### src/rtl/uart_rx_fifo.sv
// UART receiver feeding a show-ahead FIFO; optional parity check when UART_RX_PARITY_EN is defined.
// A character reaches the FIFO one cycle after its stop-bit sample; the line cannot be stalled, so a full FIFO drops the character and pulses overrun.

module sync_fifo #(
  parameter int WIDTH = 8,
  parameter int DEPTH = 16
) (
  input  logic                   clk_i,
  input  logic                   rst_i,
  input  logic                   push_i,
  input  logic [WIDTH-1:0]       push_dat_i,
  input  logic                   pop_i,
  output logic [WIDTH-1:0]       head_dat_o,
  output logic [$clog2(DEPTH):0] count_o,
  output logic                   full_o,
  output logic                   empty_o
);
  localparam int PW = $clog2(DEPTH);
  localparam logic [PW:0] FULL_CNT = (PW+1)'(DEPTH);

  logic [WIDTH-1:0] mem_q [DEPTH];
  logic [PW-1:0]    wr_ptr_q;
  logic [PW-1:0]    rd_ptr_q;
  logic [PW:0]      count_q;
  logic [PW:0]      count_d;
  logic             push_ok;
  logic             pop_ok;

  assign empty_o = (count_q == '0);
  assign full_o  = (count_q == FULL_CNT);
  assign pop_ok  = pop_i && !empty_o;
  // A pop in the same cycle frees the slot, so a push at full is still accepted.
  assign push_ok = push_i && (!full_o || pop_ok);

  always_comb begin
    count_d = count_q;
    case ({push_ok, pop_ok})
      2'b10:   count_d = count_q + 1'b1;
      2'b01:   count_d = count_q - 1'b1;
      default: count_d = count_q;
    endcase
  end

  always_ff @(posedge clk_i or posedge rst_i) begin
    if (rst_i) begin
      wr_ptr_q <= '0;
      rd_ptr_q <= '0;
      count_q  <= '0;
    end else begin
      if (push_ok) wr_ptr_q <= wr_ptr_q + 1'b1;
      if (pop_ok)  rd_ptr_q <= rd_ptr_q + 1'b1;
      count_q <= count_d;
    end
  end

  always_ff @(posedge clk_i) begin
    if (push_ok) mem_q[wr_ptr_q] <= push_dat_i;
  end

  assign head_dat_o = empty_o ? '0 : mem_q[rd_ptr_q];
  assign count_o    = count_q;
endmodule

module uart_rx_fifo #(
  parameter int CLKS_PER_BIT = 10417,
  parameter int DATA_BITS    = 8,
  parameter int FIFO_DEPTH   = 16,
  parameter int PARITY_ODD   = 0
) (
  input  logic                          CLK,
  input  logic                          Reset,
  input  logic                          uartRx_pin,
  input  logic                          rd_en,
  output logic [DATA_BITS-1:0]          rd_data,
  output logic                          rd_valid,
  output logic [$clog2(FIFO_DEPTH):0]   fifo_count,
  output logic                          frame_err,
  output logic                          parity_err,
  output logic                          overrun
);
  localparam int CW = $clog2(CLKS_PER_BIT);
  localparam int BW = $clog2(DATA_BITS);
  localparam logic [CW-1:0] HALF_M1  = CW'(CLKS_PER_BIT / 2 - 1);
  localparam logic [CW-1:0] BIT_M1   = CW'(CLKS_PER_BIT - 1);
  localparam logic [BW-1:0] LAST_BIT = BW'(DATA_BITS - 1);

  localparam logic [2:0] S_IDLE   = 3'd0;
  localparam logic [2:0] S_START  = 3'd1;
  localparam logic [2:0] S_DATA   = 3'd2;
  localparam logic [2:0] S_PARITY = 3'd3;
  localparam logic [2:0] S_STOP   = 3'd4;
  localparam logic [2:0] S_BREAK  = 3'd5;

  logic                 sync1_q;
  logic                 sync2_q;
  logic                 rx_sync;
  logic [2:0]           state_q, state_d;
  logic [CW-1:0]        baud_q, baud_d;
  logic [BW-1:0]        bit_q, bit_d;
  logic [DATA_BITS-1:0] shift_q, shift_d;
  logic [DATA_BITS-1:0] push_dat_q, push_dat_d;
  logic                 push_q, push_d;
  logic                 fe_req_q, fe_req_d;
  logic                 frame_err_q;
  logic                 overrun_q;
  logic                 pop_req;
  logic                 fifo_full;
  logic                 fifo_empty;
`ifdef UART_RX_PARITY_EN
  localparam logic PAR_ODD = (PARITY_ODD != 0);
  logic par_q, par_d;
  logic pe_req_q, pe_req_d;
  logic parity_err_q;
`else
  logic unused_parity_odd;
  assign unused_parity_odd = (PARITY_ODD != 0);
`endif

  always_ff @(posedge CLK or posedge Reset) begin
    if (Reset) begin
      sync1_q <= 1'b1;
      sync2_q <= 1'b1;
    end else begin
      sync1_q <= uartRx_pin;
      sync2_q <= sync1_q;
    end
  end
  assign rx_sync = sync2_q;

  always_comb begin
    state_d    = state_q;
    baud_d     = baud_q + 1'b1;
    bit_d      = bit_q;
    shift_d    = shift_q;
    push_d     = 1'b0;
    push_dat_d = push_dat_q;
    fe_req_d   = 1'b0;
`ifdef UART_RX_PARITY_EN
    par_d      = par_q;
    pe_req_d   = 1'b0;
`endif
    case (state_q)
      S_IDLE: begin
        baud_d = '0;
        if (!rx_sync) begin
          state_d = S_START;
          bit_d   = '0;
`ifdef UART_RX_PARITY_EN
          par_d   = 1'b0;
`endif
        end
      end
      S_START: begin
        if (baud_q == HALF_M1) begin
          baud_d  = '0;
          state_d = rx_sync ? S_IDLE : S_DATA;
        end
      end
      S_DATA: begin
        if (baud_q == BIT_M1) begin
          baud_d  = '0;
          shift_d = {rx_sync, shift_q[DATA_BITS-1:1]};
`ifdef UART_RX_PARITY_EN
          par_d   = par_q ^ rx_sync;
`endif
          if (bit_q == LAST_BIT) begin
`ifdef UART_RX_PARITY_EN
            state_d = S_PARITY;
`else
            state_d = S_STOP;
`endif
          end else begin
            bit_d = bit_q + 1'b1;
          end
        end
      end
`ifdef UART_RX_PARITY_EN
      S_PARITY: begin
        // par_q ends up 1 exactly when the received parity is wrong.
        if (baud_q == BIT_M1) begin
          baud_d  = '0;
          par_d   = par_q ^ rx_sync ^ PAR_ODD;
          state_d = S_STOP;
        end
      end
`endif
      S_STOP: begin
        if (baud_q == BIT_M1) begin
          baud_d = '0;
          if (!rx_sync) begin
            fe_req_d = 1'b1;
            state_d  = S_BREAK;
`ifdef UART_RX_PARITY_EN
          end else if (par_q) begin
            pe_req_d = 1'b1;
            state_d  = S_IDLE;
`endif
          end else begin
            push_d     = 1'b1;
            push_dat_d = shift_q;
            state_d    = S_IDLE;
          end
        end
      end
      S_BREAK: begin
        baud_d = '0;
        if (rx_sync) state_d = S_IDLE;
      end
      default: begin
        baud_d  = '0;
        state_d = S_IDLE;
      end
    endcase
  end

  always_ff @(posedge CLK or posedge Reset) begin
    if (Reset) begin
      state_q    <= S_IDLE;
      baud_q     <= '0;
      bit_q      <= '0;
      shift_q    <= '0;
      push_q     <= 1'b0;
      push_dat_q <= '0;
      fe_req_q   <= 1'b0;
    end else begin
      state_q    <= state_d;
      baud_q     <= baud_d;
      bit_q      <= bit_d;
      shift_q    <= shift_d;
      push_q     <= push_d;
      push_dat_q <= push_dat_d;
      fe_req_q   <= fe_req_d;
    end
  end

  // Error pulses share the cycle with the FIFO write so the decoder sees one event per character.
  always_ff @(posedge CLK or posedge Reset) begin
    if (Reset) begin
      frame_err_q <= 1'b0;
      overrun_q   <= 1'b0;
    end else begin
      frame_err_q <= fe_req_q;
      overrun_q   <= push_q && fifo_full && !pop_req;
    end
  end

`ifdef UART_RX_PARITY_EN
  always_ff @(posedge CLK or posedge Reset) begin
    if (Reset) begin
      par_q        <= 1'b0;
      pe_req_q     <= 1'b0;
      parity_err_q <= 1'b0;
    end else begin
      par_q        <= par_d;
      pe_req_q     <= pe_req_d;
      parity_err_q <= pe_req_q;
    end
  end
  assign parity_err = parity_err_q;
`else
  assign parity_err = 1'b0;
`endif

  assign pop_req = rd_en && !fifo_empty;

  sync_fifo #(
    .WIDTH (DATA_BITS),
    .DEPTH (FIFO_DEPTH)
  ) u_fifo (
    .clk_i      (CLK),
    .rst_i      (Reset),
    .push_i     (push_q),
    .push_dat_i (push_dat_q),
    .pop_i      (pop_req),
    .head_dat_o (rd_data),
    .count_o    (fifo_count),
    .full_o     (fifo_full),
    .empty_o    (fifo_empty)
  );

  assign rd_valid  = !fifo_empty;
  assign frame_err = frame_err_q;
  assign overrun   = overrun_q;
endmodule

### config.mk
export PLATFORM = sky130hd
export DESIGN_NAME = uart_rx_fifo
export DESIGN_NICKNAME = d
export VERILOG_FILES = /design/src/rtl/uart_rx_fifo.sv
export SDC_FILE = /design/constraint.sdc
export NUM_CORES = 1
export LEC_CHECK = 0
export CAP_MARGIN = 15
export CORE_ASPECT_RATIO = 1.5
export CORE_MARGIN = 2
export CORE_UTILIZATION = 60
export CTS_BUF_LIST = sky130_fd_sc_hd__clkbuf_16
export CTS_CLUSTER_SIZE = 10
export DETAILED_ROUTE_END_ITERATION = 12
export DONT_BUFFER_PORTS = 1
export GPL_TIMING_DRIVEN = 0
export PLACE_DENSITY_LB_ADDON = 0.08
export SLEW_MARGIN = 40
export SYNTH_ARGS = -nofsm -noshare
export SYNTH_HDL_FRONTEND = slang
export SYNTH_SLANG_ARGS = --single-unit
### constraint.sdc
create_clock -name CLK -period 4 [get_ports CLK]
set_input_delay 0.8 -clock CLK [delete_from_list [all_inputs] [get_ports CLK]]
set_output_delay 0.8 -clock CLK [all_outputs]
set_load 0.02 [all_outputs]
* Word level (Yosys, flattened, before mapping)
Memories as Yosys holds them, arrays and structs flattened. Cells that the tools add are included.
Storage, ports and cells: bits in registers 55, RAM bits 128, bits of input ports 4, memories kept 1
Memory list:
- u_fifo.mem_q | words 16, width 8, rd ports 1, clocked after Yosys merged registers in 0, write ports 1, line 21 | logic [WIDTH-1:0] mem_q [DEPTH];
Operators by class: add/subtract/negate cells 6, equality and inequality tests 17, mux-type cells 26, reductions and logical operators 18
Operators by type and width (number):
- 3-bit 2-to-1 mux | 10
- 14-bit 2-to-1 mux | 2
- 14-bit one-hot mux with 2 select lines | 1
- 3-bit one-hot mux with 5 select lines | 1
- 14-bit by 1-bit adder with 14-bit output, second input constant | 1
- 14-bit by 13-bit equality test with 1-bit output, second input constant | 1
- 14-bit equality test, second input constant | 1
- 2-bit != test, second input constant | 7
- 5-bit one-hot mux with 2 select lines | 1
- 3-bit equality test, second input constant | 3
- 4-bit by 1-bit adder with 4-bit output, second input constant | 2
- 1-bit 2-to-1 mux | 8
- 8-bit 2-to-1 mux | 1
- 3-bit one-hot mux with 2 select lines | 1
- 6-bit AND reduction | 1
- 5-bit by 1-bit adder with 5-bit output, second input constant | 1
- 5-bit equality test, second input constant | 1
- 1-bit logical AND | 5
- 5-bit logical NOT | 1
- 5-bit by 1-bit subtractor with 5-bit output, second input constant | 1
- 4-bit AND reduction | 1
- 2-bit nonzero test | 2
- 3-bit by 1-bit adder with 3-bit output, second input constant | 1
- 3-bit by 1-bit equality test with 1-bit output, second input constant | 1
- other kinds (10) | 12

* Depth between registers and ports, before layout
word-level depth 8, gate-level depth with buffers 8, gate-level depth less buffers 8

* By module
From an unflattened synthesis, not the netlist that was laid out.
Second synthesis, totals: cell total of the unflattened synthesis 472, area total of the unflattened synthesis 7724.9 um^2
By module, submodules not included:
- sync_fifo | instances 1, cells each 303, area an instance 5809.3 um^2
- uart_rx_fifo | instances 1, cells each 169, area an instance 1915.6 um^2

* Worst setup path after synthesis
Ideal clock, no wire load.
path type reg2out, start register u_fifo.count_q[0] (netlist: u_fifo.count_o[0]), end output rd_data[6], data arrival time 1887 ps, required time 3200 ps, setup slack 1313 ps, cell stages (with the launch flop) 7, buffers on the path 2, cells stage by stage dfrtp_1 or4_1 buf_6 nand2b_1 nand2b_1 buf_2 o22ai_1
Between the ends: longest elaborated chain between the ends 2
Ends and longest elaborated chain:
- start, declared | line 24 | logic [PW:0] count_q;
- start signal, assigned | line 52 | count_q <= count_d;
- 5-bit logical NOT | line 29 | assign empty_o = (count_q == '0);
- 8-bit 2-to-1 mux | line 60 | assign head_dat_o = empty_o ? '0 : mem_q[rd_ptr_q];
- end, declared | line 74 | output logic [DATA_BITS-1:0] rd_data,
Every way passes these cells.

* Final worst setup path
start register u_fifo.rd_ptr_q[3], end output rd_data[0]
Between the ends: longest elaborated chain between the ends 2
Ends and longest elaborated chain:
- start, declared | line 23 | logic [PW-1:0] rd_ptr_q;
- start signal, assigned | line 51 | if (pop_ok) rd_ptr_q <= rd_ptr_q + 1'b1;
- memory 16 x 8 bit
- 8-bit 2-to-1 mux | line 60
Every way passes these cells.

==> results.yml <==
timing:
  grt_setup_unrepaired: "no"
  post-route-period-util: 0.868
  finalMaxSlewViolations: 0
  worst_pin_slew_ps: 833
  skew_ps: 14.2
  max_freq_ghz: 0.288
  fin_setup_tns_ps: 0
  period_needed_ps: 3470
  holdWs_ps: 240
  hold_viol: 0
  finalSetupViolations: 0
  timing.slew.headroom: 0.445
logic_synthesis:
  yosysUniqueCellTypes: 52
  syn_avg_cell_area_um2: 17.2
  synth.net_count: 455
  synth_area_um2: 7570
  async_reset_ff_frac: 0.301
  synthFlopType: "edfxtp_1"
  synth_edf_count: 128
  synth_cells: 441
  ys_warn_count: 0
  ys_seq_area_frac: 0.690
  synth-seq-cells: 183
drt:
  wirelength_mm: 14.3
  vias: 3926
  vias_per_cell: 6.13
  drc: 0
  wire_per_inst_um: 22.3
  ant_nets: 0
  drt_iter0_markers: 270
  first_pass_iters: 5
placement:
  port_buffers: 0
  gp_congestion: 0.792
  place_area_um2: 7900
  dp_hpwl_mm: 9.53
job:
  drv_cap: 0
floorplanning:
  io_pins: 21
  coreArea_um2: 12400
  initial_utilization: 0.611
  core.rowCount: 50
  die_y_um: 142
  die-area_um2: 13500
  die_w_um: 95.7
finish:
  final_area_um2: 8450
  fin_nets: 485
  mostFrequentLayoutCells: "edfxtp_1 (128), dfrtp_1 (53), mux4_2 (32), nor2_1 (21)"
  diodes: 0
  nFillCells: 851
  drive_gt1_frac: 0.246
  register_area_um2: 5220
  mostFrequentLayoutCell: "edfxtp_1"
  final_util: 0.682
  multi_input_area_um2: 2250
  synthToLayoutAreaGrowth_pct: 11.6
pwr:
  ir_worst_vdd_uv: 388
  pwr_density_cell_nw_per_um2: 513
  leakagePower_nw: 3.42
worst_setup_path:
  critPathCaptureType: "output pin"
  arrival_ps: 2670
  worst-setup-path-type: "reg2out"
  worstSetupStartpointType: "register"
  critical_path_required_ps: 3200
  critPathMaxFanout: 10
clocking:
  post_cts_resized: 0
  cts_root_buf: "clkbuf_16"
  cts.clk_slew.worst_paths_ps: 70
  htreeDepth: 4
  cts_tree: "yes"
  clk_latency_ps: 420
  postCtsSetupBuffers: 0
  cts.path.max_buffers: 2
  cts_sinks: 183
  cts_buffers: 17
  ctsHoldBuffers: 0
global_route:
  grtUsageTotal: 0.231
  grt_max_degree: 30
  grt_first_pass_wirelength_mm: 22.4
  grt.overflow.total: 0
  grt_pass1_vias: 4043
  antenna_found_initial: 0
run_status:
  outcome: "finished, final reports clean"
min_path:
  hold_class: "in2async"
==> cell usage after synthesis, types with 6 or more instances <==
cell | instances | area, um2
ha_1 | 10 | 125
inv_1 | 12 | 45.0
clkbuf_1 | 10 | 37.5
nor3b_1 | 8 | 60.1
xnor2_1 | 14 | 123
edfxtp_1 | 128 | 3840
mux2_2 | 19 | 214
mux2i_1 | 17 | 170
dfrtp_1 | 53 | 1330
o22ai_1 | 9 | 56.3
xor2_1 | 6 | 52.6
nor2_1 | 21 | 78.8
buf_2 | 7 | 35.0
mux4_2 | 32 | 721
nand2_1 | 19 | 71.3
nor3_1 | 6 | 30.0
==> report_power, final <==
group          total, mW  internal [mW]  switching, mW
Combinational      0.613          0.259          0.354
Clock               1.57          0.861          0.705
Sequential          2.16           2.06         0.0991
==> registers in the layout, indices dropped and copies added (netlist names), 3 cells and up <==
name             cells
u_fifo.mem_q       128
bit_q                3
state_q              3
push_dat_q           8
u_fifo.count_o       5
baud_q              14
u_fifo.wr_ptr_q      4
u_fifo.rd_ptr_q      4
shift_q              8
==> final timing paths <==
check | cells past startpoint | slack (ps) | end | from
worst max register to register | 8 | 1260 | u_fifo.count_o[4]$_DFFE_PP0P_ | u_fifo.count_o[1]$_DFFE_PP0P_
worst min-delay path | 1 | 240 | baud_q[1]$_DFF_PP0_ | Reset
worst max-delay path | 4 | 530 | rd_data[0] | u_fifo.rd_ptr_q[3]$_DFFE_PP0N_
worst min register to register | 0 | 360 | rx_sync$_DFF_PP1_ | sync1_q$_DFF_PP1_
max in group asynchronous | 2 | 3220 | rx_sync$_DFF_PP1_ | Reset
min in group CLK | 0 | 360 | rx_sync$_DFF_PP1_ | sync1_q$_DFF_PP1_
==> routing by layer <==
layer	part of all wire	up-vias	global-route usage
met2	0.56	89	0.404
li1	-	1785	-
met3	0.034	16	0.0446
met4	0.015	0	0.0767
met5	0	-	0
met1	0.39	2036	0.286
==> critical path: stages, from the launching register on <==
cell	delay [ps]
dfrtp_1	320
clkbuf_1	480
buf_1	700
mux2i_1	250
o22ai_1	490
==> area by class of cell <==
type,instances,area share
Buffer,20,0.0113
Multi-Input combinational cell,226,0.267
Timing Repair Buffer,11,0.00977
Clock inverter,15,0.0154
Tap cell,156,0.0231
Inverter,12,0.00563
Sequential cell,183,0.618
Clock buffer,17,0.0503
==> metrics by stage <==
step	setup slack (ps)	power, mW	std cells
5_1_grt	414	4.50	640
2_1_floorplan	1310	2.67	441
4_1_cts	473	4.38	640
6_report	528	4.34	640
3_3_place_gp	694	2.80	597
3_5_place_dp	937	2.82	608
==> cell families (layout without fill, tap and decap cells) <==
| family | count (synthesis) | after routing | synth area share |
|---|---|---|---|
| flip-flops | 183 | 183 | 0.690 |
| adder cells (fa/ha/maj) | 10 | 10 | 0.0165 |
| other | 1 | 1 | 0.000495 |
| AND/OR/NAND/NOR | 95 | 95 | 0.0714 |
| buffers and inverters | 32 | 75 | 0.0185 |
| XOR/XNOR | 20 | 20 | 0.0231 |
| multiplexers | 68 | 68 | 0.146 |
| AO/OA/AOI/OAI | 32 | 32 | 0.0340 |
(Power assumes the default switching activity.)
